===== config.mk =====
export PLATFORM = sky130hd
export DESIGN_NAME = taxi_axis_frame_trunc_flat
export DESIGN_NICKNAME = d
export VERILOG_FILES = /design/src/rtl/taxi_axis_trunc_pkg.sv /design/src/rtl/taxi_axis_if.sv /design/src/rtl/taxi_axis_skid_reg.sv /design/src/rtl/taxi_axis_frame_trunc.sv /design/src/flat_wrapper.sv
export SDC_FILE = /design/constraint.sdc
export NUM_CORES = 1
export LEC_CHECK = 0
export ABC_CLOCK_PERIOD_IN_PS = 2910
export CAP_MARGIN = 20
export CORE_MARGIN = 1.5
export CORE_UTILIZATION = 30
export CTS_CLUSTER_SIZE = 28
export DETAILED_ROUTE_END_ITERATION = 16
export GPL_ROUTABILITY_DRIVEN = 0
export PLACE_DENSITY = 0.51
export SETUP_SLACK_MARGIN = 0.5
export SLEW_MARGIN = 30
export SYNTH_ARGS = -nofsm -noshare
export SYNTH_HDL_FRONTEND = slang
export SYNTH_SLANG_ARGS = --single-unit

===== constraint.sdc =====
create_clock -name clk -period 2.91 [get_ports clk]
set_input_delay 0.582 -clock clk [delete_from_list [all_inputs] [get_ports clk]]
set_output_delay 0.582 -clock clk [all_outputs]
set_load 0.02 [all_outputs]

===== src/rtl/taxi_axis_trunc_pkg.sv =====
// Shared types and helpers for the AXI4-Stream frame length limiter.
package taxi_axis_trunc_pkg;

    // Frame handling state: forwarding beats, or discarding the tail of a cut frame
    typedef enum logic {
        PASS = 1'b0,
        DROP = 1'b1
    } trunc_state_t;

    // Widest tkeep the byte counter helper accepts
    localparam int KEEP_MAX_W = 128;

    // Number of set bits in a tkeep vector (zero-extended to KEEP_MAX_W)
    function automatic logic [7:0] popcount_keep(input logic [KEEP_MAX_W-1:0] keep);
        logic [7:0] n;
        n = 8'd0;
        for (int i = 0; i < KEEP_MAX_W; i++) begin
            n = n + {7'd0, keep[i]};
        end
        return n;
    endfunction

endpackage


===== src/rtl/taxi_axis_if.sv =====
// AXI4-Stream interface bundle with source and sink views.
interface taxi_axis_if #(
    parameter int   DATA_W  = 8,
    parameter logic KEEP_EN = (DATA_W > 8),
    parameter int   KEEP_W  = ((DATA_W + 7) / 8),
    parameter logic LAST_EN = 1'b1,
    parameter logic ID_EN   = 1'b0,
    parameter int   ID_W    = 8,
    parameter logic DEST_EN = 1'b0,
    parameter int   DEST_W  = 8,
    parameter logic USER_EN = 1'b0,
    parameter int   USER_W  = 1
);
    logic [DATA_W-1:0] tdata;
    logic [KEEP_W-1:0] tkeep;
    logic              tvalid;
    logic              tready;
    logic              tlast;
    logic [ID_W-1:0]   tid;
    logic [DEST_W-1:0] tdest;
    logic [USER_W-1:0] tuser;

    modport src (output tdata, tkeep, tvalid, tlast, tid, tdest, tuser, input tready);
    modport snk (input tdata, tkeep, tvalid, tlast, tid, tdest, tuser, output tready);
endinterface


===== src/rtl/taxi_axis_skid_reg.sv =====
// Two-entry skid register: one-cycle latency, full throughput, registered
// input ready. The output beat never changes while it is stalled.
module taxi_axis_skid_reg #(
    parameter int W = 8
) (
    input  logic         clk,
    input  logic         rst_n,
    input  logic [W-1:0] in_data_i,
    input  logic         in_valid_i,
    output logic         in_ready_o,
    output logic [W-1:0] out_data_o,
    output logic         out_valid_o,
    input  logic         out_ready_i
);

    logic [W-1:0] out_data_q, out_data_d;
    logic         out_valid_q, out_valid_d;
    logic [W-1:0] skid_data_q, skid_data_d;
    logic         skid_valid_q, skid_valid_d;
    logic         in_ready_q;
    logic         acc_s;

    // Next-state of the output and skid entries
    always_comb begin
        out_data_d   = out_data_q;
        out_valid_d  = out_valid_q;
        skid_data_d  = skid_data_q;
        skid_valid_d = skid_valid_q;
        acc_s        = in_valid_i && in_ready_q;
        if (skid_valid_q) begin
            // Skid holds a beat: promote it as soon as the output drains
            if (out_ready_i) begin
                out_data_d   = skid_data_q;
                out_valid_d  = 1'b1;
                skid_valid_d = 1'b0;
            end else begin
                skid_valid_d = 1'b1;
            end
        end else if (out_ready_i || !out_valid_q) begin
            // Output slot is free this cycle: load it directly
            out_valid_d = acc_s;
            if (acc_s) begin
                out_data_d = in_data_i;
            end else begin
                out_data_d = out_data_q;
            end
        end else if (acc_s) begin
            // Output stalled: park the new beat in the skid entry
            skid_data_d  = in_data_i;
            skid_valid_d = 1'b1;
        end else begin
            skid_valid_d = 1'b0;
        end
    end

    // Storage registers; ready is registered as "skid entry free"
    always_ff @(posedge clk or negedge rst_n) begin
        if (!rst_n) begin
            out_data_q   <= '0;
            out_valid_q  <= 1'b0;
            skid_data_q  <= '0;
            skid_valid_q <= 1'b0;
            in_ready_q   <= 1'b0;
        end else begin
            out_data_q   <= out_data_d;
            out_valid_q  <= out_valid_d;
            skid_data_q  <= skid_data_d;
            skid_valid_q <= skid_valid_d;
            in_ready_q   <= !skid_valid_d;
        end
    end

    assign in_ready_o  = in_ready_q;
    assign out_data_o  = out_data_q;
    assign out_valid_o = out_valid_q;

endmodule


===== src/rtl/taxi_axis_frame_trunc.sv =====
// AXI4-Stream frame length limiter. Frames longer than MAX_LEN bytes are cut,
// the last emitted beat is flagged in tuser[ERR_BIT], and the tail is dropped.
module taxi_axis_frame_trunc
    import taxi_axis_trunc_pkg::*;
#(
    parameter int MAX_LEN = 1518,
    parameter int ERR_BIT = 0,
    parameter int CNT_W   = 32
) (
    input  logic             clk,
    input  logic             rst_n,
    taxi_axis_if.snk         s_axis,
    taxi_axis_if.src         m_axis,
    output logic [CNT_W-1:0] trunc_cnt,
    output logic             trunc_evt
);

    localparam int   DATA_W  = s_axis.DATA_W;
    localparam int   KEEP_W  = s_axis.KEEP_W;
    localparam logic KEEP_EN = s_axis.KEEP_EN;
    localparam logic LAST_EN = s_axis.LAST_EN;
    localparam int   ID_W    = s_axis.ID_W;
    localparam int   DEST_W  = s_axis.DEST_W;
    localparam int   USER_W  = s_axis.USER_W;
    localparam int   CW      = $clog2(MAX_LEN + KEEP_W + 1);
    localparam int   BW      = DATA_W + KEEP_W + 1 + ID_W + DEST_W + USER_W;

    if (m_axis.DATA_W != DATA_W || m_axis.KEEP_W != KEEP_W || m_axis.ID_W != ID_W ||
        m_axis.DEST_W != DEST_W || m_axis.USER_W != USER_W) begin : g_err_if
        $fatal(1, "taxi_axis_frame_trunc: m_axis parameters do not match s_axis");
    end
    if (ERR_BIT >= USER_W || MAX_LEN < 1 || KEEP_W > KEEP_MAX_W) begin : g_err_param
        $fatal(1, "taxi_axis_frame_trunc: invalid ERR_BIT, MAX_LEN or KEEP_W");
    end

    trunc_state_t      state_q;
    logic [CW-1:0]     count_q;
    logic [CNT_W-1:0]  trunc_cnt_q;
    logic              trunc_evt_q;

    logic [CW-1:0]     beat_bytes_s;
    logic [CW-1:0]     room_s;
    logic [KEEP_W-1:0] keep_mask_s;
    logic [KEEP_W-1:0] out_keep_s;
    logic [USER_W-1:0] out_user_s;
    logic              last_in_s;
    logic              out_last_s;
    logic              over_s;
    logic              cut_s;
    logic              accept_s;
    logic              skid_ready_s;
    logic              skid_valid_s;
    logic [BW-1:0]     skid_in_s;
    logic [BW-1:0]     skid_out_s;

    // Classify the incoming beat against the remaining byte budget and shape it
    always_comb begin
        if (KEEP_EN) begin
            beat_bytes_s = CW'(popcount_keep(KEEP_MAX_W'(s_axis.tkeep)));
        end else begin
            beat_bytes_s = CW'(KEEP_W);
        end
        if (LAST_EN) begin
            last_in_s = s_axis.tlast;
        end else begin
            last_in_s = 1'b1;
        end
        room_s      = CW'(MAX_LEN) - count_q;
        // Only meaningful when the beat overflows, i.e. room < beat_bytes <= KEEP_W
        keep_mask_s = {KEEP_W{1'b1}} >> (CW'(KEEP_W) - room_s);
        over_s      = beat_bytes_s > room_s;
        cut_s       = over_s || ((beat_bytes_s == room_s) && !last_in_s);
        if (over_s) begin
            out_keep_s = keep_mask_s;
        end else begin
            out_keep_s = s_axis.tkeep;
        end
        out_user_s = s_axis.tuser;
        if (cut_s) begin
            out_user_s[ERR_BIT] = 1'b1;
        end else begin
            out_user_s[ERR_BIT] = s_axis.tuser[ERR_BIT];
        end
        out_last_s = last_in_s || cut_s;
    end

    assign accept_s     = s_axis.tvalid && skid_ready_s;
    assign skid_valid_s = s_axis.tvalid && (state_q == PASS);
    assign skid_in_s    = {s_axis.tdata, out_keep_s, out_last_s, s_axis.tid, s_axis.tdest, out_user_s};

    // Frame FSM, byte counter and saturating truncation statistics
    always_ff @(posedge clk or negedge rst_n) begin
        if (!rst_n) begin
            state_q     <= PASS;
            count_q     <= '0;
            trunc_cnt_q <= '0;
            trunc_evt_q <= 1'b0;
        end else begin
            trunc_evt_q <= 1'b0;
            if (accept_s) begin
                case (state_q)
                    PASS: begin
                        if (cut_s) begin
                            count_q     <= '0;
                            trunc_evt_q <= 1'b1;
                            if (trunc_cnt_q != '1) begin
                                trunc_cnt_q <= trunc_cnt_q + CNT_W'(1);
                            end
                            if (last_in_s) begin
                                state_q <= PASS;
                            end else begin
                                state_q <= DROP;
                            end
                        end else if (last_in_s) begin
                            count_q <= '0;
                        end else begin
                            count_q <= count_q + beat_bytes_s;
                        end
                    end
                    DROP: begin
                        if (last_in_s) begin
                            state_q <= PASS;
                            count_q <= '0;
                        end
                    end
                    default: begin
                        state_q <= PASS;
                        count_q <= '0;
                    end
                endcase
            end
        end
    end

    taxi_axis_skid_reg #(
        .W(BW)
    ) u_skid (
        .clk        (clk),
        .rst_n      (rst_n),
        .in_data_i  (skid_in_s),
        .in_valid_i (skid_valid_s),
        .in_ready_o (skid_ready_s),
        .out_data_o (skid_out_s),
        .out_valid_o(m_axis.tvalid),
        .out_ready_i(m_axis.tready)
    );

    assign s_axis.tready = skid_ready_s;
    assign {m_axis.tdata, m_axis.tkeep, m_axis.tlast, m_axis.tid, m_axis.tdest, m_axis.tuser} = skid_out_s;
    assign trunc_cnt = trunc_cnt_q;
    assign trunc_evt = trunc_evt_q;

endmodule

===== src/flat_wrapper.sv =====
// flat-port wrapper written by rule: the top's interface ports become plain ports
module taxi_axis_frame_trunc_flat import taxi_axis_trunc_pkg::*;
#(
    parameter int MAX_LEN = 1518,
    parameter int ERR_BIT = 0,
    parameter int CNT_W   = 32
)
  (clk, rst_n, trunc_cnt, trunc_evt, s_axis_tdata, s_axis_tkeep, s_axis_tvalid, s_axis_tlast, s_axis_tid, s_axis_tdest, s_axis_tuser, s_axis_tready, m_axis_tdata, m_axis_tkeep, m_axis_tvalid, m_axis_tlast, m_axis_tid, m_axis_tdest, m_axis_tuser, m_axis_tready);
  taxi_axis_if s_axis_i ();
  taxi_axis_if m_axis_i ();
  input  logic clk;
  input  logic rst_n;
  output logic [CNT_W-1:0] trunc_cnt;
  output logic trunc_evt;
  input wire logic [$bits(s_axis_i.tdata)-1:0] s_axis_tdata;
  input wire logic [$bits(s_axis_i.tkeep)-1:0] s_axis_tkeep;
  input wire logic [$bits(s_axis_i.tvalid)-1:0] s_axis_tvalid;
  input wire logic [$bits(s_axis_i.tlast)-1:0] s_axis_tlast;
  input wire logic [$bits(s_axis_i.tid)-1:0] s_axis_tid;
  input wire logic [$bits(s_axis_i.tdest)-1:0] s_axis_tdest;
  input wire logic [$bits(s_axis_i.tuser)-1:0] s_axis_tuser;
  output wire logic [$bits(s_axis_i.tready)-1:0] s_axis_tready;
  output wire logic [$bits(m_axis_i.tdata)-1:0] m_axis_tdata;
  output wire logic [$bits(m_axis_i.tkeep)-1:0] m_axis_tkeep;
  output wire logic [$bits(m_axis_i.tvalid)-1:0] m_axis_tvalid;
  output wire logic [$bits(m_axis_i.tlast)-1:0] m_axis_tlast;
  output wire logic [$bits(m_axis_i.tid)-1:0] m_axis_tid;
  output wire logic [$bits(m_axis_i.tdest)-1:0] m_axis_tdest;
  output wire logic [$bits(m_axis_i.tuser)-1:0] m_axis_tuser;
  input wire logic [$bits(m_axis_i.tready)-1:0] m_axis_tready;
  assign s_axis_i.tdata = s_axis_tdata;
  assign s_axis_i.tkeep = s_axis_tkeep;
  assign s_axis_i.tvalid = s_axis_tvalid;
  assign s_axis_i.tlast = s_axis_tlast;
  assign s_axis_i.tid = s_axis_tid;
  assign s_axis_i.tdest = s_axis_tdest;
  assign s_axis_i.tuser = s_axis_tuser;
  assign s_axis_tready = s_axis_i.tready;
  assign m_axis_tdata = m_axis_i.tdata;
  assign m_axis_tkeep = m_axis_i.tkeep;
  assign m_axis_tvalid = m_axis_i.tvalid;
  assign m_axis_tlast = m_axis_i.tlast;
  assign m_axis_tid = m_axis_i.tid;
  assign m_axis_tdest = m_axis_i.tdest;
  assign m_axis_tuser = m_axis_i.tuser;
  assign m_axis_i.tready = m_axis_tready;
  taxi_axis_frame_trunc #(.MAX_LEN(MAX_LEN), .ERR_BIT(ERR_BIT), .CNT_W(CNT_W)) u_core (.clk(clk), .rst_n(rst_n), .s_axis(s_axis_i), .m_axis(m_axis_i), .trunc_cnt(trunc_cnt), .trunc_evt(trunc_evt));
endmodule

==> impl_metrics.py, run 1 <==
metrics = {
    "synth": {
        "synth_area_leaders": "dfrtp_1, mux2_2, mux2i_1",
        "yosys_most_used_dff": "dfrtp_1",
        "syn_area_sq_um": 4900,
        "syn_nets": 476,
        "yosysTopAreaCellShare": 0.521,
        "synth_warnings": 0,
        "synth_top_area_cell": "dfrtp_1",
        "avgSynthCellArea_sq_um": 11.1,
        "synth_seq_cells": 102,
        "synthArstFlopShare": 1.00,
        "synth-edff-count": 0,
        "postSynthCellCount": 443,
        "yosysSeqAreaShare": 0.521,
        "netlist-cell-type-count": 53,
    },
    "finish": {
        "fillers": 1559,
        "seq_area_sq_um": 2560,
        "syn_to_final_growth_pct": 34.6,
        "fin_nets": 579,
        "multi_input_area_sq_um": 2250,
        "diodes": 0,
        "mostFrequentLayoutCell": "dfrtp_1",
        "layout-drive-gt1-share": 0.180,
        "final_cell_mix": "dfrtp_1, clkdlybuf4s50_1, nand2_1",
    },
    "critical_path": {
        "ff2ff_setup_slack_ns": 0.47,
        "crit_path_start_kind": "flip-flop",
        "r2r_end": "u_core.trunc_cnt[1]",
        "path_common_cell": "buf_6",
        "cp_max_fo": 7,
        "worst-path-stages": 8,
        "r2r-start": "u_core.count_q[1]",
        "arrival_ns": 2.68,
        "slowest_delay_ns": 0.43,
        "cpLargestDelayFamily": "compound AO/OA/AOI/OAI gates",
        "reg2reg_depth": 8,
        "critPathLaunch": "u_core.count_q[1]",
        "crit_path_end_kind": "flip-flop",
        "endpoint": "u_core.trunc_cnt[1]",
        "slowest_stage": "dfrtp_2",
        "required_ns": 3.15,
        "cp_num_buf_inv": 2,
        "criticalPathCategory": "flip-flop to flip-flop",
        "path_cells": "ha_4 > a31o_2 > a21boi_0 > o22ai_2 > buf_6 > nor4b_4 > buf_6 > mux2_2",
    },
    "clocking": {
        "cts_made_buffers": 9,
        "cts_tree": "yes",
        "h-tree-depth": 3,
        "clkTransAtPathRegs_ns": 0.07,
        "cts-root-buf": "clkbuf_16",
        "holdBufCountCts": 0,
        "clock_sinks": 102,
        "clk_path_buf_depth": 2,
        "clk_latency_ns": 0.35,
    },
    "routing": {
        "ant_nets": 0,
        "drc_errors": 0,
        "drt_iter0_drc": 212,
        "dr.max_layer_used": "met4",
        "drt-met1-wl_um": 5440,
        "drt-pass1-iter-count": 4,
        "dr_wl_met2_um": 5550,
        "detail_route.wl_per_cell_um": 15.2,
        "wl_met3_um": 506,
        "vias": 3688,
        "wirelength_um": 11700,
        "vias_per_cell": 4.81,
    },
    "pwr": {
        "p_leak_uw": 0.00275,
        "vdd_ir_drop_max_uv": 362,
        "power_density_nw_per_um2": 681,
    },
    "die": {
        "core_region_area_sq_um": 15900,
        "dieWidth_um": 131,
        "start_util": 0.307,
        "rows": 46,
        "die_h_um": 131,
        "dieArea_sq_um": 17100,
        "design.portCount": 93,
    },
    "sta": {
        "finalHoldViolations": 0,
        "worstMarginPinSlew_ns": 0.687,
        "setup_tns_ns": 0,
        "slew_headroom": 0.539,
        "setup_viol": 0,
        "finalCritPeriodShare": 0.840,
        "finClkSkew_ns": 0.00552,
        "finalMaxSlewViolations": 0,
        "rsz0062_at_grt": "yes",
        "fmax_mhz": 409,
        "fin_crit_ns": 2.44,
        "hold_slack_ns": 0.257,
    },
    "global_route": {
        "grt_first_pass_wirelength_um": 18600,
        "grt_pass1_vias": 3526,
        "grt-ovfl-total": 0,
        "grt_max_degree": 53,
        "antenna_found_initial": 0,
        "track_usage": 0.141,
    },
    "place": {
        "place_hpwl_um": 7850,
        "portBuffers": 92,
    },
    "status": {
        "outcome": "complete, no violations",
    },
    "worst_hold_path": {
        "hp-class": "input pin to asynchronous set/reset pin",
    },
    "run": {
        "maxCapViolCount": 0,
    },
}
## power by group
group          total (uW)  switching (uW)  internal [uW]
clock                1430             557            872
sequential           1940             192           1750
combinational        1120             548            574
## layer usage
layer / track usage / vias to the layer above
met1: 0.189 / 1825
met4: 0.0465 / 0
met5: 0 / -
li1: - / 1784
met3: 0.0301 / 11
met2: 0.227 / 68
## state kept, by name (all words and copies together), names as in the netlist
signal                      cells
u_core.u_skid.skid_data_q      27
u_core.u_skid.out_valid_o       1
u_core.u_skid.out_data_o       27
u_core.trunc_evt                1
u_core.state_q                  1
u_core.u_skid.in_ready_o        1
u_core.u_skid.skid_valid_q      1
u_core.trunc_cnt               32
u_core.count_q                 11
## worst min-delay path by stage
stage,startpoint,endpoint,depth (start not counted)
after floorplan,rst_n,u_core.count_q[0],0
after global placement,u_core.u_skid.skid_data_q[18],u_core.u_skid.skid_data_q[18],2
after detailed placement,u_core.u_skid.skid_data_q[18],u_core.u_skid.skid_data_q[18],2
after CTS,rst_n,u_core.u_skid.out_data_o[14],1
after global routing,rst_n,u_core.u_skid.out_data_o[14],1
final,rst_n,u_core.u_skid.out_data_o[14],1
## cell type report
| cell class | instances | area share |
|---|---|---|
| clock buffer | 10 | 0.0362 |
| timing repair buffer | 115 | 0.172 |
| tap | 216 | 0.0410 |
| inverter | 8 | 0.00455 |
| sequential | 102 | 0.388 |
| multi-input combinational | 310 | 0.341 |
| clock inverter | 6 | 0.0178 |
## logic make-up (layout without fill, tap and decap cells)
kind of cell,count (synthesis),in the layout,share of synthesized area
AOI/OAI and AO/OA,66,67,0.0825
xor gates and xnor gates,33,33,0.0605
adders and majority gates,2,2,0.00511
buffers and inverters,32,139,0.0365
DFF,102,102,0.521
muxes,53,53,0.115
and+or+nand+nor,155,155,0.179
## cells in the mapped netlist, types with 2 or more instances
cell type	number
nand4_1	15
nor3_2	2
xor2_1	2
dfrtp_1	102
nand3_1	20
nand3_2	5
ha_1	2
buf_6	7
buf_2	2
o21ai_0	30
nor4_1	3
a31oi_1	3
xnor2_1	30
nor3_1	10
nand3b_1	2
nand2_1	53
or2_2	3
nand2b_1	2
a221o_1	2
a21oi_1	14
a22o_1	3
buf_1	3
clkbuf_1	11
nand4b_1	3
nor2_1	14
mux2i_1	27
a211oi_1	2
inv_1	8
mux2_2	26
and3_1	12
a21o_1	3
## stage by stage
stage	util	total power, uW	area, sq um	cells	setup WS, ns
floorplan	-	2560	4900	443	0.521
global placement	0.381	3050	6070	739	0.312
detailed placement	0.381	3090	6070	739	0.264
CTS	0.407	4550	6480	760	0.500
global route	0.414	4740	6600	767	0.357
finish	0.414	4490	6600	767	0.466
## worst register-to-register path, stage by stage (launching register included)
cell and delay, ns:
dfrtp_2 0.43, ha_4 0.19, a31o_2 0.25, a21boi_0 0.27, o22ai_2 0.17, buf_6 0.16, nor4b_4 0.37, buf_6 0.18
mux2_2 0.32
## repair_timing
action                                  in CTS  in global routing
pin swaps                                    4                  8
endpoints found under the setup margin      34                 31
resized for setup                            7                 13
setup buffers                                3                  6
gates cloned                                 2                  1
No activity file was read; power rests on OpenSTA's default activity.
==> run 2, diff against run 1 <==
- ABC_CLOCK_PERIOD_IN_PS: 2910 -> 2480
- clock period: 2.91 -> 2.48 ns (I/O delays scaled with it)
==> run 2 against run 1 <==
Net effect: global-route usage rose by 0.39 points; combinational power increased by 21%; sequential power increased by 18%; via count shrank 0.41%; fmax increased by 6.6%; first-iteration DRC count fell by 26%; total power rose by 16%; clock power up 9.8%; worst setup slack worse by 0.28 ns; critical path type unchanged; largest power group unchanged; highest routed layer unchanged.
==> impl_metrics.py, run 2 (synthesis results as in run 1) <==
metrics = {
    "finish": {
        "largest_register_ffs": 32,
        "final_cell_mix": "dfrtp_1, clkdlybuf4s50_1, nand2_1",
        "mostFrequentLayoutCell": "dfrtp_1",
        "diodes": 0,
        "fin_nets": 588,
        "fillers": 1537,
        "finalNonFillerCells": 776,
        "syn_to_final_growth_pct": 36.4,
        "layout-drive-gt1-share": 0.204,
    },
    "pwr": {
        "p_total_uw": 5200,
        "p_leak_uw": 0.00298,
        "power_density_nw_per_um2": 778,
        "vdd_ir_drop_max_uv": 367,
    },
    "clocking": {
        "clkTransAtPathRegs_ns": 0.07,
        "h-tree-depth": 3,
        "clk_latency_ns": 0.35,
        "clk_path_buf_depth": 2,
        "cts-root-buf": "clkbuf_16",
        "cts_made_buffers": 9,
        "clock_sinks": 102,
        "cts_tree": "yes",
    },
    "worst_hold_path": {
        "hp-class": "input pin to asynchronous set/reset pin",
    },
    "die": {
        "rows": 46,
        "start_util": 0.307,
        "design.portCount": 93,
        "dieArea_sq_um": 17100,
        "dieWidth_um": 131,
        "die_h_um": 131,
        "core_region_area_sq_um": 15900,
    },
    "critical_path": {
        "arrival_ns": 2.53,
        "criticalPathCategory": "flip-flop to flip-flop",
        "slowest_delay_ns": 0.44,
        "cp_num_buf_inv": 0,
        "crit_path_start_kind": "flip-flop",
        "path_cells": "ha_4 > nand4b_1 > nor4b_2 > o22ai_2 > o311a_4 > and3_4 > a221o_1",
        "slowest_stage": "o311a_4",
        "cp_max_fo": 8,
        "cpLargestDelayFamily": "compound AO/OA/AOI/OAI gates",
        "crit_path_end_kind": "flip-flop",
        "required_ns": 2.71,
    },
    "routing": {
        "ant_nets": 0,
        "drc_errors": 0,
        "detail_route.wl_per_cell_um": 14.7,
        "drt-pass1-iter-count": 6,
        "wirelength_um": 11400,
        "vias_per_cell": 4.73,
        "drt_iter0_drc": 157,
        "vias": 3673,
    },
    "global_route": {
        "grt_max_degree": 47,
        "grt_first_pass_wirelength_um": 19200,
        "grt_pass1_vias": 3690,
        "grt-ovfl-total": 0,
        "track_usage": 0.145,
        "antenna_found_initial": 0,
    },
    "sta": {
        "finClkSkew_ns": 0.00821,
        "slew_headroom": 0.650,
        "worstMarginPinSlew_ns": 0.526,
        "finalHoldViolations": 0,
        "rsz0062_at_grt": "yes",
        "setup_tns_ns": 0,
        "setup_viol": 0,
        "finalMaxSlewViolations": 0,
        "fmax_mhz": 436,
        "fin_crit_ns": 2.29,
        "finalCritPeriodShare": 0.924,
    },
    "run": {
        "maxCapViolCount": 0,
    },
    "place": {
        "place_hpwl_um": 8120,
        "portBuffers": 92,
        "dp.cells": 758,
    },
    "status": {
        "outcome": "complete, no violations",
    },
}
## run 2: cell count changes in the layout (fill, tap and decap cells not counted), sizes merged
cell,change
bufinv,-1
clkdlybuf4s50,-12
inv,+1
o311a,-1
o22ai,+1
dlygate4sd2,+1
dlymetal6s2s,+11
buf,+9
## run 2: path summary, 6_finish.rpt
kind / endpoint / slack [ns] / startpoint / depth (start not counted)
max in group asynchronous: u_core.u_skid.out_data_o[7] / 1.70 / rst_n / 2
min: u_core.u_skid.out_data_o[21] / 0.11 / rst_n / 1
max reg2reg: u_core.count_q[6] / 0.19 / u_core.count_q[1] / 7
max: u_core.count_q[6] / 0.19 / u_core.count_q[1] / 7
min in group clk: u_core.u_skid.out_data_o[21] / 0.48 / u_core.u_skid.out_data_o[21] / 2
min reg2reg: u_core.u_skid.out_data_o[21] / 0.48 / u_core.u_skid.out_data_o[21] / 2
## run 2: repair_timing
action / CTS / global route
gates resized for setup: 11 / 15
buffers inserted: 0 / 1
gates cloned: 1 / 0
setup endpoints to repair: 64 / 81
pin swaps: 5 / 4
hold buffers: 0 / 0
## run 2: power by group
group	internal (uW)	leakage [uW]	switching [uW]
sequential	2050	0.00131	221
combinational	693	0.00151	664
clock	921	0.000161	645
## run 2: cell type report
class                   instances  area [sq um]  area share
clock buffers                  10           239      0.0358
repair buffers                124          1210       0.181
flip-flops and latches        102          2560       0.382
inverters                       8          30.0     0.00449
multi-input cells             310          2290       0.342
clock inverters                 6          92.6      0.0139
well taps                     216           270      0.0404
## run 2: worst register-to-register path, cell delays in order (launching register included)
cell and delay, ns:
dfrtp_2 0.43, ha_4 0.27, nand4b_1 0.12, nor4b_2 0.32
o22ai_2 0.17, o311a_4 0.44, and3_4 0.16, a221o_1 0.25
## run 2: per-stage QoR
stage | utilization | area, sq um | hold WS, ns | worst slack, ns
2_1_floorplan | - | 4950 | 0.200 | 0.181
3_3_place_gp | 0.392 | 6250 | 0.454 | 0.0264
3_5_place_dp | 0.392 | 6250 | 0.470 | 0.0124
4_1_cts | 0.416 | 6630 | 0.117 | 0.191
5_1_grt | 0.419 | 6680 | 0.131 | 0.0901
6_report | 0.419 | 6680 | 0.105 | 0.187
## run 2: metal layers
layer	up-vias	part of all wire	wire, um	GRT usage
li1	1810	-	-	-
met1	1790	0.47	5410	0.193
met2	56	0.47	5320	0.225
met3	17	0.037	428	0.0350
met4	0	0.023	257	0.0608
met5	-	0	0	0
==> run 3, diff against run 2 <==
- CORE_MARGIN: 1.5 -> 4
==> run 3 against run 2 <==
Net effect: fmax is 1.4% higher; global-route usage shrank 1.1 points; wire length increased by 3.9%; cell area rose by 0.69%; sequential power hardly changed; sequential cell count did not move; count of clock-buffer cells in the layout rose by 2; clock skew fell by 0.0031 ns; sequential share of layout area fell by 0.26 points; critical path depth is the same; largest cell class unchanged; highest routed layer unchanged.
==> impl_metrics.py, run 3 (synthesis results as in run 1) <==
metrics = {
    "die": {
        "dieWidth_um": 136,
        "rows": 46,
        "design.portCount": 93,
        "core_region_area_sq_um": 15900,
        "dieArea_sq_um": 18400,
        "die_h_um": 136,
        "start_util": 0.307,
    },
    "sta": {
        "finalCritPeriodShare": 0.912,
        "slew_headroom": 0.667,
        "finalHoldViolations": 0,
        "worstMarginPinSlew_ns": 0.498,
        "setup_viol": 0,
        "finalMaxSlewViolations": 0,
        "hold_slack_ns": 0.102,
        "rsz0062_at_grt": "yes",
        "finClkSkew_ns": 0.00513,
        "fin_ws_ns": 0.219,
        "fin_crit_ns": 2.26,
        "fmax_mhz": 442,
    },
    "clocking": {
        "cts_made_buffers": 9,
        "clkTransAtPathRegs_ns": 0.07,
        "clk_latency_ns": 0.35,
        "h-tree-depth": 3,
        "cts_tree": "yes",
        "cts-root-buf": "clkbuf_16",
        "clk_path_buf_depth": 2,
        "holdBufCountCts": 0,
        "clock_sinks": 102,
    },
    "finish": {
        "final_cell_mix": "dfrtp_1, clkdlybuf4s50_1, nand2_1",
        "mostFrequentLayoutCell": "dfrtp_1",
        "syn_to_final_growth_pct": 37.4,
        "finish.utilization": 0.422,
        "diodes": 0,
        "fillers": 1515,
        "fin_nets": 587,
        "layout-drive-gt1-share": 0.208,
        "fin_area_sq_um": 6730,
        "largest_register_ffs": 32,
    },
    "routing": {
        "vias_per_cell": 4.74,
        "ant_nets": 0,
        "vias": 3673,
        "drc_errors": 0,
        "detail_route.wl_per_cell_um": 15.3,
        "wirelength_um": 11900,
        "drt-pass1-iter-count": 4,
        "drt_iter0_drc": 191,
    },
    "status": {
        "outcome": "complete, no violations",
    },
    "critical_path": {
        "crit_path_end_kind": "flip-flop",
        "arrival_ns": 2.49,
        "required_ns": 2.71,
        "crit_path_start_kind": "flip-flop",
        "slowest_stage": "dfrtp_2",
        "path_cells": "ha_4 > nand4b_1 > nor4b_2 > o22ai_2 > o311a_4 > and3_1 > a221o_1",
        "criticalPathCategory": "flip-flop to flip-flop",
        "cp_max_fo": 7,
        "slowest_delay_ns": 0.42,
    },
    "run": {
        "maxCapViolCount": 0,
    },
    "global_route": {
        "grt_max_degree": 40,
        "grt_pass1_vias": 3809,
        "track_usage": 0.134,
        "grt_first_pass_wirelength_um": 19500,
        "grt-ovfl-total": 0,
        "antenna_found_initial": 0,
    },
    "place": {
        "portBuffers": 92,
        "place_area_sq_um": 6260,
        "dp_slack_ns": -0.0180,
        "place_hpwl_um": 8500,
    },
    "worst_hold_path": {
        "hp-class": "input pin to asynchronous set/reset pin",
    },
    "pwr": {
        "power_density_nw_per_um2": 756,
        "vdd_ir_drop_max_uv": 452,
        "p_leak_uw": 0.00302,
    },
}
## run 3: worst max-delay path, delay by kind of cell (launching register included)
| family | cells | cell delay (ns) |
|---|---|---|
| and+or+nand+nor | 3 | 0.63 |
| AOI/OAI and AO/OA | 3 | 0.83 |
| adders and majority gates | 1 | 0.28 |
| DFF | 1 | 0.42 |
## run 3: final cells by class
cell class	count	area, sq um	share of cell area
clock buffer	12	256	0.0381
clock inverter	4	52.6	0.00781
inverter	8	30.0	0.00446
multi-input combinational	309	2320	0.344
sequential	102	2560	0.380
tap	216	270	0.0402
timing repair buffer	124	1250	0.186
## run 3: per-layer routing
| metal | GRT usage | share of wire | vias to the layer above |
|---|---|---|---|
| met5 | 0 | 0 | - |
| met4 | 0.0448 | 0.016 | 0 |
| met3 | 0.0334 | 0.047 | 13 |
| met2 | 0.217 | 0.49 | 69 |
| met1 | 0.175 | 0.45 | 1792 |
| li1 | - | - | 1799 |
## run 3: where the power goes
group	switching, uW	internal, uW	total [uW]
sequential	216	2060	2270
combinational	665	692	1360
clock	620	842	1460
## run 3: final timing paths
| kind | start | to | slack, ns | cells after the start |
|---|---|---|---|---|
| worst min-delay path | rst_n | u_core.u_skid.out_data_o[26] | 0.10 | 1 |
| worst min register to register | u_core.u_skid.skid_data_q[18] | u_core.u_skid.skid_data_q[18] | 0.48 | 2 |
| min in group clk | u_core.u_skid.skid_data_q[18] | u_core.u_skid.skid_data_q[18] | 0.48 | 2 |
| worst max register to register | u_core.count_q[1] | u_core.count_q[8] | 0.22 | 7 |
| worst max-delay path | u_core.count_q[1] | u_core.count_q[8] | 0.22 | 7 |
| max in group asynchronous | rst_n | u_core.trunc_cnt[29] | 1.59 | 2 |
## run 3: timing repair
item,CTS,global route
endpoints found under the hold margin,0,0
endpoints found under the setup margin,51,78
pin swaps,5,3
gates resized for setup,16,22
setup buffers,2,1
cloned,0,0
## run 3: metrics by stage
stage,std cells,TNS [ns],total power [uW]
4_1_cts,774,0,5180
3_5_place_dp,756,-0.0180,3680
3_3_place_gp,756,0,3640
6_report,775,0,5090
5_1_grt,775,0,5390
2_1_floorplan,443,0,3020
